--- src/rtl/pipeline_hazard_ctrl.sv ---
// Stall/flush sequencer for the 5-stage MIPS pipeline: load-use bubbles, branch/jump flushes,
// freeze across multi-cycle data-memory accesses with timeout abort, saturating perf counters.
module pipeline_hazard_ctrl #(
    parameter int MEM_TIMEOUT = 16,
    parameter int CNT_W       = 16
) (
    input  logic             clk,
    input  logic             rst_n,
    input  logic [4:0]       id_rs,
    input  logic [4:0]       id_rt,
    input  logic             id_uses_rt,
    input  logic             id_jump,
    input  logic             ex_memread,
    input  logic [4:0]       ex_rt,
    input  logic             ex_branch_taken,
    input  logic             mem_req,
    input  logic             mem_ready,
    output logic             pc_en,
    output logic             ifid_en,
    output logic             ifid_flush,
    output logic             idex_en,
    output logic             idex_flush,
    output logic             exmem_en,
    output logic             memwb_flush,
    output logic             pc_src_branch,
    output logic             pc_src_jump,
    output logic             mem_err,
    output logic [CNT_W-1:0] stall_cnt,
    output logic [CNT_W-1:0] flush_cnt
);

    localparam int WW = (MEM_TIMEOUT < 2) ? 1 : $clog2(MEM_TIMEOUT + 1);
    localparam logic [WW-1:0] TIMEOUT_IDX = WW'(MEM_TIMEOUT);

    typedef enum logic [0:0] {
        RUN      = 1'b0,
        MEM_WAIT = 1'b1
    } state_t;

    state_t           state_reg, state_next;
    logic [WW-1:0]    wait_cnt_reg, wait_cnt_next;
    logic [WW-1:0]    frozen_idx;
    logic             frozen;
    logic             timeout;
    logic             load_use;
    logic [CNT_W-1:0] stall_cnt_reg;
    logic [CNT_W-1:0] flush_cnt_reg;

    // The entry cycle (RUN with an unfinished access) is frozen cycle 1; in MEM_WAIT the
    // register holds how many frozen cycles have already elapsed.
    always_comb begin
        frozen     = (state_reg == MEM_WAIT) ? !mem_ready : (mem_req & !mem_ready);
        frozen_idx = (state_reg == MEM_WAIT) ? (wait_cnt_reg + 1'b1) : WW'(1);
        timeout    = frozen & (frozen_idx == TIMEOUT_IDX);
        load_use   = ex_memread & (ex_rt != 5'd0) &
                     ((ex_rt == id_rs) | (id_uses_rt & (ex_rt == id_rt)));
    end

    always_comb begin
        state_next    = RUN;
        wait_cnt_next = '0;
        if (frozen && !timeout) begin
            state_next    = MEM_WAIT;
            wait_cnt_next = frozen_idx;
        end
    end

    always_ff @(posedge clk or negedge rst_n) begin
        if (!rst_n) begin
            state_reg    <= RUN;
            wait_cnt_reg <= '0;
        end else begin
            state_reg    <= state_next;
            wait_cnt_reg <= wait_cnt_next;
        end
    end

    // While frozen, ID/EX contents are held, so branch/jump/load-use re-evaluate on release.
    always_comb begin
        pc_en         = 1'b1;
        ifid_en       = 1'b1;
        ifid_flush    = 1'b0;
        idex_en       = 1'b1;
        idex_flush    = 1'b0;
        exmem_en      = 1'b1;
        memwb_flush   = 1'b0;
        pc_src_branch = 1'b0;
        pc_src_jump   = 1'b0;
        mem_err       = 1'b0;
        if (frozen) begin
            pc_en       = 1'b0;
            ifid_en     = 1'b0;
            idex_en     = 1'b0;
            exmem_en    = 1'b0;
            memwb_flush = 1'b1;
            mem_err     = timeout;
        end else if (ex_branch_taken) begin
            pc_src_branch = 1'b1;
            ifid_flush    = 1'b1;
            idex_flush    = 1'b1;
        end else if (load_use) begin
            pc_en      = 1'b0;
            ifid_en    = 1'b0;
            idex_flush = 1'b1;
        end else if (id_jump) begin
            pc_src_jump = 1'b1;
            ifid_flush  = 1'b1;
        end
        if (!rst_n) begin
            pc_en         = 1'b0;
            ifid_en       = 1'b0;
            ifid_flush    = 1'b0;
            idex_en       = 1'b0;
            idex_flush    = 1'b0;
            exmem_en      = 1'b0;
            memwb_flush   = 1'b0;
            pc_src_branch = 1'b0;
            pc_src_jump   = 1'b0;
            mem_err       = 1'b0;
        end
    end

    always_ff @(posedge clk or negedge rst_n) begin
        if (!rst_n) begin
            stall_cnt_reg <= '0;
            flush_cnt_reg <= '0;
        end else begin
            if (!pc_en && (stall_cnt_reg != {CNT_W{1'b1}}))
                stall_cnt_reg <= stall_cnt_reg + 1'b1;
            if (ifid_flush && (flush_cnt_reg != {CNT_W{1'b1}}))
                flush_cnt_reg <= flush_cnt_reg + 1'b1;
        end
    end

    assign stall_cnt = stall_cnt_reg;
    assign flush_cnt = flush_cnt_reg;

endmodule
--- config.mk ---
export PLATFORM = sky130hd
export DESIGN_NAME = pipeline_hazard_ctrl
export DESIGN_NICKNAME = d
export VERILOG_FILES = /design/src/rtl/pipeline_hazard_ctrl.sv
export SDC_FILE = /design/constraint.sdc
export NUM_CORES = 1
export LEC_CHECK = 0
export ABC_AREA = 1
export BUFFER_PORTS_ARGS = -buffer_cell sky130_fd_sc_hd__buf_2
export CORE_AREA = 2 2 70 72
export DETAILED_ROUTE_END_ITERATION = 7
export DIE_AREA = 0 0 72 74
export HOLD_SLACK_MARGIN = 0.15
export PLACE_DENSITY = 0.86
export SLEW_MARGIN = 20
export SYNTH_ARGS = -nofsm -noshare
export SYNTH_HDL_FRONTEND = slang
export SYNTH_SLANG_ARGS = --single-unit
export TNS_END_PERCENT = 100
--- constraint.sdc ---
create_clock -name clk -period 3.2 [get_ports clk]
set_input_delay 0.16 -clock clk [delete_from_list [all_inputs] [get_ports clk]]
set_output_delay 0.16 -clock clk [all_outputs]
set_load 0.05 [all_outputs]
### Word level (Yosys, flattened, before mapping)

Cells that the tools add are included.

| word-level totals | value |
|---|---|
| register bits | 38 |
| bits in latches | 0 |
| bits in writable memories | 0 |
| ROM bits | 0 |
| input bits | 23 |
| word-level logic and storage cells | 54 |
| memories | 0 |

| operators by class | value |
|---|---|
| $add $sub $neg | 3 |
| multiply operators | 0 |
| divide/modulo/power cells | 0 |
| magnitude comparators | 0 |
| equality and inequality tests | 5 |
| shift operators | 0 |
| muxes and demuxes | 29 |
| bitwise operators | 6 |
| reduce and logical (&&, ||, !) cells | 7 |

Operators with widths:

| kind | count |
|---|---|
| 16-bit by 1-bit adder with 16-bit output (second input constant) | 2 |
| 16-bit inequality test (second input constant) | 2 |
| 1-bit two-way mux | 27 |
| 5-bit == test | 2 |
| 5-bit two-way mux | 2 |
| 5-bit by 1-bit adder with 5-bit output (second input constant) | 1 |
| 1-bit AND | 5 |
| 5-bit == test (second input constant) | 1 |
| 5-bit nonzero test | 1 |
| 1-bit logical AND | 3 |
| 1-bit logical NOT | 3 |
| 1-bit OR | 1 |

### Longest topological paths before layout

| depth | value |
|---|---|
| depth after elaboration | 10 |
| mapped depth | 13 |
| gate-level depth less buffers | 12 |

### Worst setup path after synthesis

Ideal clock, no wire load.

| path | value |
|---|---|
| path kind | register -> output |
| from | register wait_cnt_reg[0] |
| to | output port mem_err |
| arrival | 2,546 ps |
| required time | 3,040 ps |
| setup slack | 494 ps |
| cell stages (with the launch flop) | 6 |
| cells stage by stage | dfrtp_1 -> ha_1 -> or2_2 -> nand3_1 -> nand2_1 -> nor4_1 |

| on the way | value |
|---|---|
| word-level cells in the longest chain between the ends | 6 |

Ends and longest elaborated chain:

| what | RTL line | RTL |
|---|---|---|
| start: declaration | 41 | `logic [WW-1:0] wait_cnt_reg, wait_cnt_next;` |
| start signal: assignment | 74 | `wait_cnt_reg <= wait_cnt_next;` |
| 5-bit by 1-bit adder with 5-bit output | 53 | `frozen_idx = (state_reg == MEM_WAIT) ? (wait_cnt_reg + 1'b1) : WW'(1);` |
| 5-bit two-way mux | 53 |  |
| 5-bit == test | 54 | `timeout = frozen & (frozen_idx == TIMEOUT_IDX);` |
| 1-bit AND | 54 |  |
| 1-bit two-way mux | 90 | `if (frozen) begin` |
| 1-bit two-way mux | 109 | `if (!rst_n) begin` |
| end: declaration | 27 | `output logic mem_err,` |

No other way between the ends.

### Worst setup path in the final report

Same ends and word-level chain as after synthesis.

==> flow_metrics.py <==
metrics = {
    "cells_and_area": {
        "antennaDiodeCount": 0,
        "area_delta_synth_final_pct": 18.2,
        "layout-drive-gt1-share_pct": 21.9,
        "nNetsFinal": 445,
        "final_area_sq_um": 2970,
    },
    "job": {
        "drv_cap": 0,
    },
    "synthesis": {
        "ys_types": 31,
        "ys_seq_area_share_pct": 37.8,
        "syn_area_sq_um": 2520,
        "yosysTopAreaCell": "dfrtp_1",
        "ys_seq_elements": 38,
        "ys.warnings.count": 0,
        "synth_top_cell_area_share_pct": 37.8,
        "syn_nets": 380,
        "synth.area.top_cells": "dfrtp_1 38%, nand2_1 18%, nand3_1 9.3%, inv_1 5.7%, xor2_1 5.2%",
        "postSynthAreaPerCell_sq_um": 7.11,
        "synthCells": 354,
    },
    "setup_path": {
        "path_max_fanout": 4,
        "path_delay_family": "simple AND/OR/NAND/NOR gates",
        "crit_path_end_kind": "output pin",
        "r2r_slack_ns": 1.04,
        "crit_buf_inv": 1,
        "timing.rr.end": "stall_cnt[5]",
        "max_stage_delay_ns": 0.43,
        "arrival_ns": 2.01,
        "path_cells": "ha_1 > or2_2 > nand3_1 > nand2_1 > nor4_1 > buf_2",
        "worstReg2RegStart": "stall_cnt[0]",
        "slowest_stage": "dfrtp_1",
        "ff2ff_path_depth": 9,
        "cp.required_ns": 3.04,
        "path_class": "flop to output pin",
        "worst_setup_path_start_kind": "flop",
    },
    "power": {
        "irDropWorstVdd_v": 0.000457,
        "p_leak_nw": 1.67,
        "power.density_nw_per_um2": 549,
    },
    "sta": {
        "drv_slew": 0,
        "clock-skew-final_ns": 0.00412,
        "tightest_slew_ns": 0.470,
        "hold_viol": 0,
        "period_minus_slack_ns": 2.17,
        "slew_headroom_pct": 68.7,
        "period_share_pct": 67.9,
        "max_freq_mhz": 460,
        "fin_setup_tns_ns": 0,
        "rsz0062_at_grt": "false",
        "setup_viol": 0,
    },
    "min_path": {
        "min_from": "mem_ready",
        "min_path_type": "input port to flop",
        "hold_depth": 4,
        "hold-path-endpoint": "wait_cnt_reg[1]",
    },
    "global_routing": {
        "grt_usage_pct": 23.7,
        "grt_pass1_vias": 2482,
        "grt_overflow": 0,
        "grt_pass1_wl_microns": 10100,
        "antenna_found_initial": 0,
        "grt_max_degree": 39,
    },
    "placed_design": {
        "portBuffers": 64,
        "dpl_cell_area_sq_um": 2860,
        "dp_hpwl_microns": 4320,
        "gp_congestion": 0.874,
    },
    "drt": {
        "drt_iter0_markers": 146,
        "drc": 0,
        "wirelength_microns": 5780,
        "via_per_inst": 5.27,
        "wl_per_cell_microns": 12.2,
        "vias": 2497,
        "ant_nets": 0,
        "drtPass1Iterations": 4,
    },
    "clocking": {
        "cts.sinks": 38,
        "cts_buffer_depth": 2,
        "tritoncts": "done",
        "path_clk_slew_ns": 0.07,
        "cts_inserted_buffers": 5,
        "cts_resized": 0,
        "clk_latency_ns": 0.29,
        "cts_root_buf": "clkbuf_8",
        "postCtsHoldBufs": 1,
        "ctsHtreeMaxLevel": 2,
        "cts_setup_buffers": 0,
    },
    "floorplan": {
        "std_cell_rows": 25,
        "initial_core_util_pct": 54.7,
        "die_width_microns": 72,
        "dieArea_sq_um": 5330,
        "die_h_microns": 74,
        "ios": 65,
        "coreArea_sq_um": 4600,
    },
    "run_status": {
        "outcome": "completed",
    },
}
[cell usage in the layout (no fill, tap or decap)]
cell type,count
o21ai_0,8
a21boi_0,1
clkbuf_8,5
ha_1,3
nor3_1,5
buf_4,2
nand3_2,2
or2_2,1
clkinv_2,2
nand4_1,4
nor2_4,2
nor2_1,28
nor2_2,2
nand3b_1,1
xor2_1,15
nand3_1,47
dlygate4sd3_1,1
inv_2,5
a21oi_1,1
o21bai_1,1
inv_1,38
nand2_4,1
bufinv_16,1
nand2_1,121
buf_2,64
nand2_2,2
nor3_4,1
xnor2_1,11
o21ai_1,1
dfrtp_1,38
nand4_4,1
nor3_2,1
nor4_1,4
[synth_stat cells (all sizes together)]
| cell type | n |
|---|---|
| nand4 | 5 |
| a21boi | 1 |
| dfrtp | 38 |
| nand3b | 1 |
| nor2 | 32 |
| inv | 43 |
| nand3 | 49 |
| buf | 8 |
| xor2 | 15 |
| ha | 3 |
| or2 | 1 |
| clkbuf | 1 |
| nor3 | 7 |
| o21bai | 1 |
| o21ai | 9 |
| nor4 | 4 |
| xnor2 | 11 |
| a21oi | 1 |
| nand2 | 124 |
[worst max-delay path by stage]
stage,slack (ns),cells past startpoint,to,from
finish,1.03,6,mem_err,wait_cnt_reg[0]
detailed placement,1.10,8,stall_cnt[5],stall_cnt[0]
global placement,1.24,8,stall_cnt[15],stall_cnt[0]
CTS,1.02,8,ifid_flush,state_reg
global route,0.71,9,stall_cnt[5],stall_cnt[0]
floorplan,0.49,5,mem_err,wait_cnt_reg[0]
[through the flow]
stage	hold slack, ns	worst slack [ns]	total power [W]	instances	utilization (%)
floorplan	-0.136	0.494	0.00110	354	-
global placement	0.275	1.24	0.00123	465	62.1
detailed placement	0.271	1.10	0.00124	465	62.1
CTS	0.172	1.02	0.00164	474	64.7
global route	0.205	0.708	0.00173	474	64.7
finish	0.179	1.03	0.00163	474	64.7
[per-layer routing]
metal	share of wire (%)	up-vias	global-route usage, %
met5	0	-	0
met4	1.6	0	9.85
met3	4.9	14	5.28
met2	52	66	43.4
met1	41	1174	27.0
li1	-	1243	-
[kinds of logic after synthesis]
logic type / count (synthesis) / synth area share [%]
fa+ha+maj: 3 / 1.49
buf+inv: 52 / 8.95
xor+xnor: 26 / 9.05
compound gates: 12 / 2.59
simple gates: 223 / 40.1
flops: 38 / 37.8
[where the power goes]
part	internal [W]	switching, W
clock network	0.000229	0.000168
logic	0.000161	0.000433
registers	0.000545	0.0000976
total	0.000935	0.000698
[worst register-to-register path: stages (launching register included)]
cell,delay [ns]
dfrtp_1,0.43
ha_1,0.26
nand3_2,0.13
nor2_2,0.17
nand2_1,0.09
nor3_1,0.15
nand2_1,0.28
nand3_2,0.37
nand2_1,0.09
o21ai_0,0.09
[cell type report]
type | count | area (sq um)
Sequential cell | 38 | 951
Clock buffer | 5 | 68.8
Clock inverter | 3 | 40.0
Timing Repair Buffer | 67 | 345
Fill cell | 409 | 1620
Multi-Input combinational cell | 264 | 1340
Inverter | 43 | 161
Tap cell | 54 | 67.6
No activity file was read; power rests on OpenSTA's default activity.
